==> config.mk <==
export PLATFORM = sky130hd
export DESIGN_NAME = regfile_write_arbiter
export DESIGN_NICKNAME = d
export VERILOG_FILES = /design/src/rtl/regfile_write_arbiter.sv
export SDC_FILE = /design/constraint.sdc
export NUM_CORES = 1
export LEC_CHECK = 0
export CAP_MARGIN = 20
export CORE_MARGIN = 4
export CORE_UTILIZATION = 40
export CTS_CLUSTER_DIAMETER = 30
export DETAILED_ROUTE_END_ITERATION = 6
export GPL_ROUTABILITY_DRIVEN = 0
export PLACE_DENSITY = 0.91
export SYNTH_ARGS = -nofsm -noshare
export SYNTH_HDL_FRONTEND = slang
export SYNTH_SLANG_ARGS = --single-unit
==> constraint.sdc <==
create_clock -name clk -period 4 [get_ports clk]
set_input_delay 0.8 -clock clk [delete_from_list [all_inputs] [get_ports clk]]
set_output_delay 0.8 -clock clk [all_outputs]
set_load 0.005 [all_outputs]
==> src/rtl/regfile_write_arbiter.sv <==
// Round-robin arbiter sharing the register file write port between ALU (port 0) and load (port 1) writeback.
// Latency: 1 cycle from transfer to rf_write; ready is combinational and dropped by stall or reset.
module regfile_write_arbiter #(
    parameter int ADDR_W = 5,
    parameter int DATA_W = 32,
    parameter int CNT_W  = 16
) (
    input  logic              clk,
    input  logic              rst_n,
    input  logic              stall,
    input  logic              req0_valid,
    input  logic [ADDR_W-1:0] req0_addr,
    input  logic [DATA_W-1:0] req0_data,
    output logic              req0_ready,
    input  logic              req1_valid,
    input  logic [ADDR_W-1:0] req1_addr,
    input  logic [DATA_W-1:0] req1_data,
    output logic              req1_ready,
    output logic              rf_write,
    output logic [ADDR_W-1:0] rf_waddr,
    output logic [DATA_W-1:0] rf_wdata,
    output logic              pend_valid,
    output logic [ADDR_W-1:0] pend_addr,
    output logic [CNT_W-1:0]  collisions
);

    logic              last_q, last_d;
    logic              rf_write_q, rf_write_d;
    logic [ADDR_W-1:0] rf_waddr_q, rf_waddr_d;
    logic [DATA_W-1:0] rf_wdata_q, rf_wdata_d;
    logic [CNT_W-1:0]  coll_q, coll_d;
    logic              grant0, grant1;
    logic              contend;

    assign contend = req0_valid & req1_valid & ~stall;

    // Port 0 wins when alone, or under contention when port 1 had the last grant.
    always_comb begin
        grant0 = 1'b0;
        grant1 = 1'b0;
        if (rst_n && !stall) begin
            if (req0_valid && (!req1_valid || last_q)) begin
                grant0 = 1'b1;
            end else if (req1_valid) begin
                grant1 = 1'b1;
            end
        end
    end

    assign req0_ready = grant0;
    assign req1_ready = grant1;

    always_comb begin
        last_d     = last_q;
        rf_write_d = 1'b0;
        rf_waddr_d = rf_waddr_q;
        rf_wdata_d = rf_wdata_q;
        coll_d     = coll_q;
        if (grant0) begin
            last_d     = 1'b0;
            rf_write_d = (req0_addr != '0);
            rf_waddr_d = req0_addr;
            rf_wdata_d = req0_data;
        end else if (grant1) begin
            last_d     = 1'b1;
            rf_write_d = (req1_addr != '0);
            rf_waddr_d = req1_addr;
            rf_wdata_d = req1_data;
        end
        if (contend && (coll_q != {CNT_W{1'b1}})) begin
            coll_d = coll_q + 1'b1;
        end
    end

    always_ff @(posedge clk) begin
        if (!rst_n) begin
            last_q     <= 1'b1;
            rf_write_q <= 1'b0;
            rf_waddr_q <= '0;
            rf_wdata_q <= '0;
            coll_q     <= '0;
        end else begin
            last_q     <= last_d;
            rf_write_q <= rf_write_d;
            rf_waddr_q <= rf_waddr_d;
            rf_wdata_q <= rf_wdata_d;
            coll_q     <= coll_d;
        end
    end

    assign rf_write   = rf_write_q;
    assign rf_waddr   = rf_waddr_q;
    assign rf_wdata   = rf_wdata_q;
    assign pend_valid = rf_write_q;
    assign pend_addr  = rf_waddr_q;
    assign collisions = coll_q;

endmodule

# [Word level (Yosys, flattened, before mapping)]
# Cells that the tools add are included.
[classes] add_sub_neg=1 eq_ne=1 muxes=13 bitwise_logic=3 n_reduce_logical=9
[ops] cell="$mux 32" n=2
[ops] cell="$add 16x1->16 const B" n=1
[ops] cell="$ne 16x16->1 const B" n=1
[ops] cell="$mux 5" n=2
[ops] cell="$reduce_bool 5->1" n=2
[ops] cell="$mux 1" n=9
[ops] cell="$logic_and 1x1->1" n=3
[ops] cell="$and 1x1->1" n=2
[ops] cell="$logic_not 1->1" n=2
[ops] cell="$reduce_bool 2->1" n=1
[ops] cell="$logic_or 1x1->1" n=1
[ops] cell="$not 1->1" n=1
[word_totals] ff_bits=55 inputBits=79 output_inout_bits=62 wordCells=32

# [Longest topological paths before layout]
# Gate-level depths: netlist of run 1.
[logic_depth] word_depth=7 depth_mapped=7 ltp_nobuf=5

# [Worst setup path after synthesis of run 1]
# No wires, ideal clock.
[synth_timing] kind="input-to-output" from="input port req1_valid" to="output port req1_ready" arrival_ns=1.623 required_time_ns=3.200 path_slack_ns=1.577 path_stages=4 path_buffers=2 cell_sequence="buf_4 > nand3b_1 > a21oi_1 > buf_2"
[synth_between] elab_chain_len=5 word_cells_on_any_way=6 cone_classes="3 x mux; 3 x reduce/logical"
[synth_lines] item="start: declaration" line_no="15" rtl="input logic req1_valid,"
[synth_lines] item="$logic_not 1->1" line_no="42" rtl="if (req0_valid && (!req1_valid || last_q)) begin"
[synth_lines] item="$logic_or 1x1->1" line_no="42"
[synth_lines] item="$logic_and 1x1->1" line_no="42"
[synth_lines] item="$mux 1 (*)" line_no="42"
[synth_lines] item="$mux 1 (*)" line_no="41" rtl="if (rst_n && !stall) begin"
[synth_lines] item="end: declaration" line_no="18" rtl="output logic req1_ready,"
# Mark *: on every way between the ends. The rest lies on a longest branch, timed or not.

# [Worst setup path after layout of run 1]
# Ends and elaborated chain as after synthesis.

==> results of run 1 <==
==> Yosys cell counts, types with 5 or more instances <==
cell type and n:
dfxtp_1 55, nor2_1 41, a222oi_1 30, nand2_1 16, a21oi_1 12, nand3_1 11, clkbuf_1 10, or4_1 10
o31ai_1 8, a311oi_1 7, buf_2 7, buf_4 7, o21ai_0 6, nand4_1 5
==> metrics by stage <==
step	hold WS, ns	cell area [sq um]	setup slack [ns]	cells
after global placement	0.4755	3777	0.5638	449
final	0.4961	3850	0.4883	455
after floorplan	0.4474	2377	1.577	257
after global routing	0.5326	3850	0.3770	455
after detailed placement	0.4808	3777	0.5053	449
after CTS	0.4969	3850	0.4867	455
==> how the worst max path moves through the flow <==
stage | startpoint | endpoint | slack (ns) | cells after the start
finish | req1_valid | req1_ready | 0.49 | 4
global route | req1_valid | req1_ready | 0.38 | 4
CTS | req1_valid | req1_ready | 0.49 | 4
detailed placement | req1_valid | req1_ready | 0.51 | 4
global placement | req1_valid | req1_ready | 0.56 | 4
floorplan | req1_valid | req1_ready | 1.58 | 4
==> per-layer routing <==
metal,wire (um),share of wire,GRT usage,vias up
met5,0,0,0,-
met4,178,0.023,0.06619,0
met3,681,0.086,0.06990,17
met2,4106,0.52,0.3898,122
met1,2941,0.37,0.2210,1265
li1,-,-,-,1250
==> where the power goes <==
part	switching, W	internal (W)
combinational	0.0000730	0.000133
clock	0.000165	0.000117
sequential	0.0000141	0.000569
==> cell families after synthesis <==
| group | after synthesis | share of synthesized area |
|---|---|---|
| AO/OA/AOI/OAI | 68 | 0.2390 |
| buffers and inverters | 30 | 0.06526 |
| XOR/XNOR | 2 | 0.007370 |
| flip-flops | 55 | 0.4632 |
| adder cells (fa/ha/maj) | 1 | 0.005262 |
| multiplexers | 2 | 0.008421 |
| AND/OR/NAND/NOR | 99 | 0.2116 |
==> registers in the layout (all words and copies together), names as in the netlist <==
| name | cells |
|---|---|
| pend_addr | 5 |
| rf_wdata | 32 |
| last_q | 1 |
| pend_valid | 1 |
| collisions | 16 |
==> critical path, delay by kind of cell <==
kind | cells | cell delay (ns)
buf+inv | 2 | 1.25
simple gates | 1 | 0.38
compound gates | 1 | 0.27
==> final cells by class <==
type                       count  area share
timing repair buffer         145      0.3737
tap                           72     0.02340
sequential                    55      0.2860
clock buffer                   6     0.01885
inverter                       5    0.004875
multi-input combinational    172      0.2931
==> results by group, run 1 <==
Min path
  – Worst hold endpoint: rf_wdata[0]
  – Min-Delay Startpoint: rf_wdata[0]
  – Hold crit path type: flop to flop
  – Hold depth: 2

Yosys
  – Post-synth cell types: 35
  – Syn nets: 337
  – Yosys top cell area share: 0.4632
  – Synth area leader: dfxtp_1
  – Post-synthesis register bit count: 55
  – Post-synth EDFFs: 0
  – Mean Syn Cell Area: 9.250 sq um
  – Synth Warn #: 0
  – Register area share after synthesis: 0.4632
  – Mapped Cells: 257
  – Mapped cell area: 2377 sq um
  – Top post-synthesis cells by area: dfxtp_1 46%, a222oi_1 13%, nor2_1 6.5%
  – Ys async rst share: 0
  – Ys flop type: dfxtp_1

Detailed routing
  – Via density: 5.833
  – DRT iter0 DRCs: 278
  – Routed wire per std cell: 17.38 um
  – Total number of vias: 2,654
  – Post-DRT Antenna Nets: 0
  – Drt pass-1 iters: 5
  – Post-detailed-routing wire length: slightly below 8000 um
  – Remaining DRCs: 0

STA
  – Fin. Hold Viols: 0
  – Pins Over Slew Limit: 0
  – Min Tclk post-route: 3.512 ns
  – Final setup violation count: 0
  – Slew margin rel.: 0.4291
  – TNS Setup: 0 ns
  – F_max: 284.8 MHz
  – Tcrit/Tclk final: 0.8779
  – RSZ-0062 raised after global routing: false
  – Worst-Margin Slew: 0.8534 ns
  – Worst Skew: 0.005288 ns

Clock network
  – Post-CTS Setup Inserts: 0
  – Clk_lat worst skew: 0.30 ns
  – Inserted Clock Buffers: 5
  – # hold bufs at CTS: 0
  – H-tree levels: 2
  – Clk buf depth: 2
  – CTS Root Cell: clkbuf_8
  – TritonCTS clock tree: done
  – Clock sink total: 55
  – Worst-path clk slew: 0.08 ns
  – Post-CTS sizing: 0

Cells and area
  – NumNets Final: 464
  – Commonest cells after routing, fill and taps aside: 140 x clkdlybuf4s50_1, 55 x dfxtp_1, 41 x nor2_1
  – Post-Route Utilization: 0.6824
  – Area delta synth->final: 61.95%
  – Register Area: 1101 sq um
  – Multi-input combinational cell area: 1129 sq um
  – Most common cell after layout, fill and taps aside: clkdlybuf4s50_1
  – Fill count: 430
  – Layout cell share with drive strength beyond 1: 0.04178
  – Antenna Cells: 0

Global route
  – First-pass GRT wire length: between 10,000 and 15,000 um
  – Vias in the first global route: roughly 2,600
  – Largest net degree at the start of global routing: 36
  – Overall Global Routing Usage: 0.2098
  – Grt total ovfl: 0
  – Initial antenna violation count: 0

Setup path
  – Worst r2r src: collisions[0]
  – R2R setup slack: 2.01 ns
  – Type of destination of the critical path: primary output
  – CP Data Required Time: ~3.2 ns
  – CP max stage cell: clkdlybuf4s50_1
  – Top cell by count, worst path: clkdlybuf4s50_1
  – Setup CP Type: input pin to primary output
  – Cell depth of the worst flop-to-flop path: 5
  – Slowest cell delay on critical path: ~0.7 ns
  – Critical R2R Capture: collisions[1]
  – CP Data Arrival Time: 2.71 ns
  – Type of origin of the critical path: input pin
  – Crit path cell chain: clkdlybuf4s50_1 -> nand3b_1 -> a21oi_2 -> clkdlybuf4s50_1
  – Critical path peak fanout: 11

Die
  – IO Pins: 141
  – CORE AREA: 5642 sq um
  – Horiz. Die Dim: 85.09 um
  – Die area: slightly above 7000 sq um
  – Site Rows: 27
  – Die height: approximately 85 um
  – Initial core utilization: 0.4214

Power and ir drop
  – Max VDD drop: 223.2 uV
  – Pwr Density: 278.6 nW/um^2
  – Total power: 0.001072 W
  – LEAKAGE: 1.333 nW

Run status
  – Status: complete, no violations

Placement
  – Post-DP HPWL: 5904 um
  – I/O Buffers: 140

Job
  – # Max-Cap Violations: 0
No activity file was read; power rests on OpenSTA's default activity.
==> run 2: changes to the inputs <==
ABC_CLOCK_PERIOD_IN_PS = 4000   (was default)
CORE_ASPECT_RATIO = 1.1   (was default)
==> run 2 against run 1 <==
  * First-iteration DRC count rose by 19%
  * Critical path type unchanged
  * Clock-buffer cell count did not move
  * Worst hold slack improved by 0.0030 ns
  * Maximum frequency rose by 3.2%
  * Critical path depth rose by 1
  * Clock power rose by 34%
  * Die area barely moved
  * Core utilization fell by 0.49 points
==> results by group, run 2 (same netlist as run 1, synthesis figures left out) <==
Job
  – # Max-Cap Violations: 0 (unchanged)

Cells and area
  – NumNets Final: 465 (+0.22%)
  – Flip-flop count of the largest register after layout: 32 (unchanged)
  – Fill count: 468 (+8.8%)
  – Most common cell after layout, fill and taps aside: clkdlybuf4s50_1
  – Antenna Cells: 0 (unchanged)
  – Layout cell share with drive strength beyond 1: 0.05181 (+0.01004)
  – Commonest cells after routing, fill and taps aside: 140 x clkdlybuf4s50_1, 55 x dfxtp_1, 41 x nor2_1
  – Area delta synth->final: 64.42%

Global route
  – Met3 usage: 0.06314 (-0.006766)
  – Largest net degree at the start of global routing: 33 (-8.3%)
  – Overall Global Routing Usage: 0.2181 (+0.008349)
  – First-pass GRT wire length: 12,360 um (unchanged)
  – Met2 Usage GRT: 0.4000 (+0.01017)
  – GR Util met1: 0.2420 (+0.02104)
  – Vias in the first global route: 2,702 (+3.7%)
  – Grt total ovfl: 0 (unchanged)
  – Initial antenna violation count: 0 (unchanged)
  – Top Usage Layer GRT: met2

STA
  – Pins Over Slew Limit: 0 (unchanged)
  – Worst Skew: 0.009283 ns (+0.003995 ns)
  – Final setup margin: 0.5966 ns (+0.1083 ns)
  – F_max: 293.8 MHz (+3.2%)
  – Slew margin rel.: 0.3836 (-0.04546)
  – TNS Setup: 0 ns (unchanged)
  – Worst-Margin Slew: 0.9214 ns (+0.06796 ns)
  – Tcrit/Tclk final: 0.8509 (-0.02707)
  – Final setup violation count: 0 (unchanged)
  – WHS: 0.4991 ns (+0.003031 ns)
  – RSZ-0062 raised after global routing: false
  – Min Tclk post-route: 3.403 ns (-0.1083 ns)
  – Fin. Hold Viols: 0 (unchanged)

Die
  – Die area: 7242 sq um (about the same)
  – IO Pins: 141 (unchanged)
  – Horiz. Die Dim: 81.51 um (-4.2%)
  – Die height: 88.86 um (+4.4%)
  – Initial core utilization: 0.4121 (-0.009321)
  – Site Rows: 29 (+7.4%)
  – CORE AREA: 5769 sq um (+2.3%)

Placement
  – I/O Buffers: 140 (unchanged)
  – Post-DP HPWL: 5960 um (+0.95%)
  – Pre-CTS WS: 0.6114 ns (+0.1062 ns)

Power and ir drop
  – Flop pwr share: 0.499 (-0.045)
  – Internal Power: 0.0009062 W (+11%)
  – Logic pwr share: 0.177 (-0.016)
  – Max VDD drop: 209.3 uV (-6.2%)
  – Clock Power Share: 0.324 (+0.060)
  – LEAKAGE: 1.362 nW (+2.2%)
  – Net Switching: 0.0002631 W (+4.2%)
  – Total power: 0.001169 W (+9.0%)
  – Net Sw Frac: 0.2250 (-0.01038)
  – Pwr Density: 299.2 nW/um^2 (+7.4%)

Detailed routing
  – Via density: 5.728 (-1.8%)
  – Drt pass-1 iters: 5 (unchanged)
  – DRT iter0 DRCs: 331 (+19%)
  – Routed wire per std cell: 17.22 um (-0.90%)
  – Total number of vias: 2,652 (-0.075%)
  – Post-detailed-routing wire length: 7974 um (+0.85%)
  – Remaining DRCs: 0 (unchanged)
  – Post-DRT Antenna Nets: 0 (unchanged)

Clock network
  – H-tree levels: 2 (unchanged)
  – Post-CTS Setup Inserts: 0 (unchanged)
  – Post-CTS sizing: 0 (unchanged)
  – Inserted Clock Buffers: 5 (unchanged)
  – Clk buf depth: 2 (unchanged)
  – # hold bufs at CTS: 0 (unchanged)
  – Clk_lat worst skew: 0.31 ns (about the same)
  – Worst-path clk slew: 0.09 ns (about the same)
  – Clock sink total: 55 (unchanged)
  – CTS Root Cell: clkbuf_8
  – TritonCTS clock tree: done

Min path
  – Hold crit path type: flop to flop

Run status
  – Status: complete, no violations

Setup path
  – Type of destination of the critical path: primary output
  – CP Data Arrival Time: 2.60 ns (-0.11 ns)
  – Critical path peak fanout: 15 (+4)
  – Setup CP Type: input pin to primary output
  – CP Data Required Time: 3.20 ns (about the same)
  – Type of origin of the critical path: input pin
## run 2: cell count changes in the layout (fill, tap and decap cells not counted), sizes merged
| cell | change |
|---|---|
| buf | +1 |
| bufinv | +1 |
| clkinv | +1 |
## run 2: routing by layer
layer / up-vias / part of all wire
li1: 1255 / -
met1: 1260 / 0.37
met2: 120 / 0.53
met3: 17 / 0.080
met4: 0 / 0.019
met5: - / 0
## run 2: power groups by stage
stage / combinational, W / sequential [W] / clock [W]
CTS: 0.000208 / 0.000584 / 0.000385
global placement: 0.000202 / 0.000595 / 0
detailed placement: 0.000207 / 0.000595 / 0
floorplan: 0.0000646 / 0.000595 / 0
global route: 0.000223 / 0.000586 / 0.000410
finish: 0.000207 / 0.000584 / 0.000379
## run 2: area by class of cell
class	instances	area [sq um]	area share
clock buffer	6	82.58	0.02113
clock inverter	2	35.03	0.008963
inverter	5	18.77	0.004802
multi-input combinational	172	1129	0.2887
sequential	55	1101	0.2817
tap	77	96.34	0.02465
timing repair buffer	146	1446	0.3700
## run 2: path summary, 6_finish.rpt
kind	start	endpoint	depth (start not counted)	slack, ns
worst min-delay path	rf_wdata[5]	rf_wdata[5]	2	0.50
worst max-delay path	rst_n	req0_ready	5	0.60
worst min register to register	rf_wdata[5]	rf_wdata[5]	2	0.50
worst max register to register	collisions[0]	collisions[15]	5	1.91
## run 2: per-stage QoR
stage / cells / utilization / area, sq um
2_1_floorplan: 257 / - / 2377
3_3_place_gp: 455 / 0.6571 / 3791
3_5_place_dp: 455 / 0.6571 / 3791
4_1_cts: 463 / 0.6775 / 3909
5_1_grt: 463 / 0.6775 / 3909
6_report: 463 / 0.6775 / 3909
## run 2: worst max-delay path, cell delays in order
cell	delay [ns]
clkdlybuf4s50_1	0.60
nor2b_1	0.23
nand3_2	0.27
inv_1	0.15
clkdlybuf4s50_1	0.55
==> run 3: changes to the inputs <==
HOLD_SLACK_MARGIN = 0.02   (was default)
==> results of run 3 <==
Final layout, timing and power as in run 2 (identical DEF).
